### config.mk
export PLATFORM = sky130hd
export DESIGN_NAME = mem_bus_arbiter_flat
export DESIGN_NICKNAME = d
export VERILOG_FILES = /design/src/rtl/mem_bus_arbiter_pkg.sv /design/src/rtl/memory_bus.sv /design/src/rtl/mem_bus_arbiter_rr_priority_picker.sv /design/src/rtl/mem_bus_arbiter.sv /design/src/flat_wrapper.sv
export SDC_FILE = /design/constraint.sdc
export NUM_CORES = 1
export LEC_CHECK = 0
export CAP_MARGIN = 30
export CORE_ASPECT_RATIO = 0.6
export CORE_MARGIN = 2
export CORE_UTILIZATION = 33
export DETAILED_ROUTE_END_ITERATION = 10
export PLACE_DENSITY = 0.83
export SLEW_MARGIN = 20
export SYNTH_ARGS = -nofsm -noshare
export SYNTH_HDL_FRONTEND = slang
export SYNTH_SLANG_ARGS = --single-unit
### constraint.sdc
create_clock -name clk_in -period 1.5 [get_ports clk_in]
set_input_delay 0.225 -clock clk_in [delete_from_list [all_inputs] [get_ports clk_in]]
set_output_delay 0.225 -clock clk_in [all_outputs]
set_load 0.02 [all_outputs]
### src/rtl/mem_bus_arbiter_pkg.sv
// Shared memory-system types: access widths, arbiter FSM states and arbiter limits.
package mem;

  typedef enum logic [1:0] {
    BYTE  = 2'd0,
    WORD  = 2'd1,
    DWORD = 2'd2
  } mem_width_t;

  typedef enum logic [1:0] {
    IDLE,
    ISSUE,
    WAIT
  } arb_state_t;

  localparam int MEM_ARB_MAX_REQ = 4;

  // A single requester still needs a one-bit index so port widths never collapse to zero.
  function automatic int idx_width(input int n);
    return (n > 1) ? $clog2(n) : 1;
  endfunction

endpackage

### src/rtl/memory_bus.sv
// Command/response bus between a memory consumer (arbiter) and the memory system.
interface memory_bus;
  import mem::*;

  logic        dispatch_read;
  logic        dispatch_write;
  logic [31:0] addr;
  logic [31:0] write_data;
  mem_width_t  mem_width;
  logic        busy;
  logic [31:0] read_data;

  modport CONSUMER (
    output dispatch_read, dispatch_write, addr, write_data, mem_width,
    input  busy, read_data
  );

  modport PROVIDER (
    input  dispatch_read, dispatch_write, addr, write_data, mem_width,
    output busy, read_data
  );

endinterface

### src/rtl/mem_bus_arbiter_rr_priority_picker.sv
// Round-robin picker: scans the request vector from the slot after the last completed grant.
module rr_priority_picker #(
  parameter int NUM_REQ = 2,
  parameter int IDX_W   = 1
) (
  input  logic               clk,
  input  logic               rst,
  input  logic [NUM_REQ-1:0] req,
  input  logic               update,
  input  logic [IDX_W-1:0]   update_idx,
  output logic [IDX_W-1:0]   grant_idx,
  output logic               found
);

  logic [IDX_W-1:0] ptr;
  logic [IDX_W:0]   cand;

  // ptr holds the first slot to scan; reset 0 so requester 0 wins the first contention.
  always_ff @(posedge clk) begin
    if (rst) begin
      ptr <= '0;
    end else if (update) begin
      ptr <= (update_idx == IDX_W'(NUM_REQ - 1)) ? '0 : update_idx + 1'b1;
    end
  end

  always_comb begin
    grant_idx = '0;
    found     = 1'b0;
    cand      = '0;
    for (int i = 0; i < NUM_REQ; i++) begin
      cand = {1'b0, ptr} + (IDX_W + 1)'(i);
      if (cand >= (IDX_W + 1)'(NUM_REQ)) begin
        cand = cand - (IDX_W + 1)'(NUM_REQ);
      end
      if (!found && req[cand[IDX_W-1:0]]) begin
        found     = 1'b1;
        grant_idx = cand[IDX_W-1:0];
      end
    end
  end

endmodule

### src/rtl/mem_bus_arbiter.sv
// Round-robin arbiter sharing one memory_bus among NUM_REQ requesters, one transaction at a time.
// Define MEM_ARB_STATS_EN to add grant_count/wait_cycles statistics outputs.
module mem_bus_arbiter
  import mem::*;
#(
  parameter int NUM_REQ = 2,
  parameter int IDX_W   = idx_width(NUM_REQ)
) (
  input  logic                     clk_in,
  input  logic                     rst_in,
  input  logic [NUM_REQ-1:0]       req_valid,
  input  logic [NUM_REQ-1:0]       req_we,
  input  logic [NUM_REQ-1:0][31:0] req_addr,
  input  logic [NUM_REQ-1:0][31:0] req_wdata,
  input  mem_width_t [NUM_REQ-1:0] req_width,
  output logic [NUM_REQ-1:0]       req_done,
  output logic [31:0]              rd_data,
  output logic [IDX_W-1:0]         grant_idx,
  output logic                     arb_busy,
  memory_bus.CONSUMER              bus
`ifdef MEM_ARB_STATS_EN
  ,
  output logic [NUM_REQ-1:0][15:0] grant_count,
  output logic [31:0]              wait_cycles
`endif
);

  arb_state_t       state;
  logic             we_q;
  logic [IDX_W-1:0] pick_idx;
  logic             pick_found;
  logic             finish;

  assign finish   = (state == WAIT) && !bus.busy;
  assign arb_busy = (state != IDLE);

  rr_priority_picker #(
    .NUM_REQ (NUM_REQ),
    .IDX_W   (IDX_W)
  ) u_picker (
    .clk        (clk_in),
    .rst        (rst_in),
    .req        (req_valid),
    .update     (finish),
    .update_idx (grant_idx),
    .grant_idx  (pick_idx),
    .found      (pick_found)
  );

  // The done cycle is a dead IDLE cycle: the finished requester still shows valid there,
  // so arbitration waits one cycle for it to drop.
  always_ff @(posedge clk_in) begin
    if (rst_in) begin
      state              <= IDLE;
      req_done           <= '0;
      rd_data            <= '0;
      grant_idx          <= '0;
      we_q               <= 1'b0;
      bus.dispatch_read  <= 1'b0;
      bus.dispatch_write <= 1'b0;
      bus.addr           <= '0;
      bus.write_data     <= '0;
      bus.mem_width      <= BYTE;
    end else begin
      req_done <= '0;
      case (state)
        IDLE: begin
          if (pick_found && (req_done == '0)) begin
            bus.addr           <= req_addr[pick_idx];
            bus.write_data     <= req_wdata[pick_idx];
            bus.mem_width      <= req_width[pick_idx];
            bus.dispatch_read  <= ~req_we[pick_idx];
            bus.dispatch_write <= req_we[pick_idx];
            we_q               <= req_we[pick_idx];
            grant_idx          <= pick_idx;
            state              <= ISSUE;
          end
        end
        ISSUE: begin
          bus.dispatch_read  <= 1'b0;
          bus.dispatch_write <= 1'b0;
          state              <= WAIT;
        end
        WAIT: begin
          if (!bus.busy) begin
            if (!we_q) begin
              rd_data <= bus.read_data;
            end
            req_done[grant_idx] <= 1'b1;
            state               <= IDLE;
          end
        end
        default: state <= IDLE;
      endcase
    end
  end

`ifdef MEM_ARB_STATS_EN
  logic waiting;

  // A requester is waiting while valid and not the one currently being served.
  always_comb begin
    waiting = 1'b0;
    for (int i = 0; i < NUM_REQ; i++) begin
      if (req_valid[i] && !req_done[i] && !(arb_busy && (grant_idx == IDX_W'(i)))) begin
        waiting = 1'b1;
      end
    end
  end

  always_ff @(posedge clk_in) begin
    if (rst_in) begin
      grant_count <= '0;
      wait_cycles <= '0;
    end else begin
      if (finish && (grant_count[grant_idx] != 16'hFFFF)) begin
        grant_count[grant_idx] <= grant_count[grant_idx] + 16'd1;
      end
      if (waiting && (wait_cycles != 32'hFFFF_FFFF)) begin
        wait_cycles <= wait_cycles + 32'd1;
      end
    end
  end
`endif

endmodule

### src/flat_wrapper.sv
// flat-port wrapper written by rule: the top's interface ports become plain ports
module mem_bus_arbiter_flat import mem::*;
#(
  parameter int NUM_REQ = 2,
  parameter int IDX_W   = idx_width(NUM_REQ)
)
  (clk_in, rst_in, req_valid, req_we, req_addr, req_wdata, req_width, req_done, rd_data, grant_idx, arb_busy, bus_dispatch_read, bus_dispatch_write, bus_addr, bus_write_data, bus_mem_width, bus_busy, bus_read_data);
  memory_bus bus_i ();
  input  logic clk_in;
  input  logic rst_in;
  input  logic [NUM_REQ-1:0] req_valid;
  input  logic [NUM_REQ-1:0] req_we;
  input  logic [NUM_REQ-1:0][31:0] req_addr;
  input  logic [NUM_REQ-1:0][31:0] req_wdata;
  input  mem_width_t [NUM_REQ-1:0] req_width;
  output logic [NUM_REQ-1:0] req_done;
  output logic [31:0] rd_data;
  output logic [IDX_W-1:0] grant_idx;
  output logic arb_busy;
  output wire logic [$bits(bus_i.dispatch_read)-1:0] bus_dispatch_read;
  output wire logic [$bits(bus_i.dispatch_write)-1:0] bus_dispatch_write;
  output wire logic [$bits(bus_i.addr)-1:0] bus_addr;
  output wire logic [$bits(bus_i.write_data)-1:0] bus_write_data;
  output wire logic [$bits(bus_i.mem_width)-1:0] bus_mem_width;
  input wire logic [$bits(bus_i.busy)-1:0] bus_busy;
  input wire logic [$bits(bus_i.read_data)-1:0] bus_read_data;
  assign bus_dispatch_read = bus_i.dispatch_read;
  assign bus_dispatch_write = bus_i.dispatch_write;
  assign bus_addr = bus_i.addr;
  assign bus_write_data = bus_i.write_data;
  assign bus_mem_width = bus_i.mem_width;
  assign bus_i.busy = bus_busy;
  assign bus_i.read_data = bus_read_data;
  mem_bus_arbiter #(.NUM_REQ(NUM_REQ), .IDX_W(IDX_W)) u_core (.clk_in(clk_in), .rst_in(rst_in), .req_valid(req_valid), .req_we(req_we), .req_addr(req_addr), .req_wdata(req_wdata), .req_width(req_width), .req_done(req_done), .rd_data(rd_data), .grant_idx(grant_idx), .arb_busy(arb_busy), .bus(bus_i));
endmodule
==> results.toml <==
[floorplan]
ios = 275
coreArea_um2 = 12800
die_height_um = 92.3
start_util_pct = 33.6
die_w_um = 151
rows = 32
dieArea_um2 = 13900

[cells_and_area]
syn2layout_area_growth_pct = 93.5
final_cells = 994
fillCellCount = 1080
final_util_pct = 64.9
nets = 990
diodes = 0
final_layout_size_suffix_gt1_share_pct = 20.8

[route]
via_count = 5015
dr.pass1.iters = 4
drc = 0
wl_per_cell_um = 16.6
ant_nets = 0
avgViaCountPerCell = 5.05
drt-initial-drc-count = 229
drt-total-wl_um = 16500

[timing]
setup_ws_ps = -44.7
worst_slew_pin_slew_ps = 450
rsz0062_at_grt = "true"
max_freq_ghz = 0.647
finalCriticalPeriod_ps = 1540
tns_ps = -925
post-route-period-util_pct = 103
slew_violations = 0
slew_headroom_pct = 70.0
finClkSkew_ps = 9.64
hold_viol = 0
setup_viol = 41

[hold_path]
hp-start = "rst_in"
hold_path.class = "input pin to flip-flop"
whs_endpoint = "u_core.bus.addr[12]"
min_path_cells = 2

[clock_network]
cts_tree = "done"
cts.clk_slew.worst_paths_ps = 80
cts.sinks = 107
htreeDepth = 3
cts_root_buf = "clkbuf_16"
clockBufferDepth = 2
clk_latency_ps = 350
cts_hold_buffers = 0
cts_made_buffers = 9

[global_route]
antenna_found_initial = 0
grt_pass1_wl_um = 23400
grt_pass1_vias = 4722
grt.overflow.total = 0
grt_use_total_pct = 21.2
grt_max_degree = 57

[logic_synthesis]
seq_area_frac_synth_pct = 50.0
ys_warn_count = 0
synth_area_leader_cell = "dfxtp_1"
synth_ff_type = "dfxtp_1"
synth_fp_nets = 716
ys_seq_elements = 107
synth_edf_count = 0
ys_types = 27
synth_common_cells = "nand2_1, dfxtp_1, a21oi_1, nor2_1, a211oi_1"
synth_top_cells_by_area = "dfxtp_1, a21oi_1, nand2_1"
syn_inst = 545
avgSynthCellArea_um2 = 7.87
yosysMostFrequentCell = "nand2_1"
synth_top_area_share_pct = 50.0
netlist_area_um2 = 4290
async_reset_ff_share_pct = 0

[setup_path]
critPathKind = "flip-flop to flip-flop"
r2r_end = "u_core.rd_data[7]"
worst_ep_required_time_ps = 1790
cp-start-kind = "flip-flop"
cp_data_arrival_time_ps = 1830
r2r_setup_slack_ps = -40
worstRegToRegCells = 7
reg2reg_from = "u_core.state[1]"
critPathMaxFanout = 8
endpoint_kind = "flip-flop"

[power_and_ir_drop]
p_comb_share_pct = 32.7
p_switching_mw = 2.81
power_frac_seq_pct = 39.3
power.density_nw_per_um2 = 1020
p_leak_nw = 3.48
power_frac_clock_pct = 28.0
netSwitchingFraction_pct = 33.3
internal_power_mw = 5.62
fin_total_pwr_mw = 8.43
ir_worst_vdd_mv = 0.561

[placement]
hpwl_um = 10900
port_buffers = 274
place.gp.congestion = 0.814
dp_slack_ps = -303
placedCellCount = 968

[run_status]
violations = "negative setup slack"
outcome = "complete, but fails checks"

[run]
drv_cap = 0
cells in the final DEF, fill, tap and decap left out, types with 4 or more instances in the layout:
cell type and instances:
nor2_1 37, clkdlybuf4s50_1 169, dlygate4sd2_1 103, nor2_2 7, buf_6 6, buf_4 17
buf_12 12, a21oi_2 22, a21oi_1 78, a211oi_2 42, clkbuf_16 13, nand2_2 4
nand2_1 126, dfxtp_1 105, a211oi_1 24, nor2_4 27
sequential cells by signal (all words and copies together), names as in the netlist, 2 cells and up:
register               flops
u_core.bus.addr           32
u_core.bus.mem_width       2
u_core.bus.write_data     32
u_core.rd_data            32
u_core.req_done            2
u_core.state               2
critical path, stage by stage, from the launching register on:
cell	delay (ps)
dfxtp_2	340
buf_4	110
or3b_4	370
buf_6	130
nor2_4	150
clkbuf_16	200
nand2_2	60
a21oi_2	120
kinds of logic after synthesis:
kind of cell           Yosys count  synth area share [%]
multiplexers                     1                 0.234
AND/OR/NAND/NOR                214                  19.6
flip-flops                     107                  50.0
buffers and inverters           50                  5.84
AO/OA/AOI/OAI                  173                  24.4
power groups by stage:
stage               Clock [mW]  Sequential, mW  Combinational (mW)
floorplan                    0            3.65               0.775
global placement             0            3.31                2.40
detailed placement           0            3.33                2.41
global route              2.54            3.35                2.95
finish                    2.36            3.31                2.76
CTS                       2.40            3.25                2.30
layout make-up:
cell class	instances	area, um^2	area share, %
clock buffers	9	225	2.72
clock inverters	7	70.1	0.845
inverters	1	3.75	0.0453
multi-input cells	388	2480	29.9
flip-flops and latches	107	2140	25.9
well taps	170	213	2.56
repair buffers	312	3160	38.1
metrics by stage:
stage	cell area, um^2	hold WS (ps)
after CTS	7590	169
after global routing	8290	168
final	8290	179
after floorplan	4290	361
after detailed placement	7350	447
after global placement	7350	441
how the worst max path moves through the flow:
stage                     from                  end  slack, ps  cells past startpoint
2_1_floorplan  u_core.state[1]    u_core.rd_data[0]       -0.1                      7
3_3_place_gp      req_valid[0]          u_core.we_q       -330                      5
3_5_place_dp          bus_busy   u_core.rd_data[30]       -300                      7
4_1_cts        u_core.state[1]             arb_busy       -110                      3
5_1_grt        u_core.state[1]  u_core.bus.addr[23]       -140                      7
6_report       u_core.state[1]    u_core.rd_data[7]        -40                      7
per-layer routing:
metal,share of wire [%],vias up,track usage [%]
met2,46,189,35.6
met5,0,-,0
met3,8.8,24,8.51
met4,1.7,0,4.98
li1,-,2413,-
met1,43,2389,25.6
timing repair:
action                                  in CTS  in global routing
buffers inserted                             1                  3
gates cloned                                 1                  5
pin swaps                                    0                 36
endpoints found under the setup margin     202                101
gates resized for setup                    112                146
No activity file was read; power rests on OpenSTA's default activity.
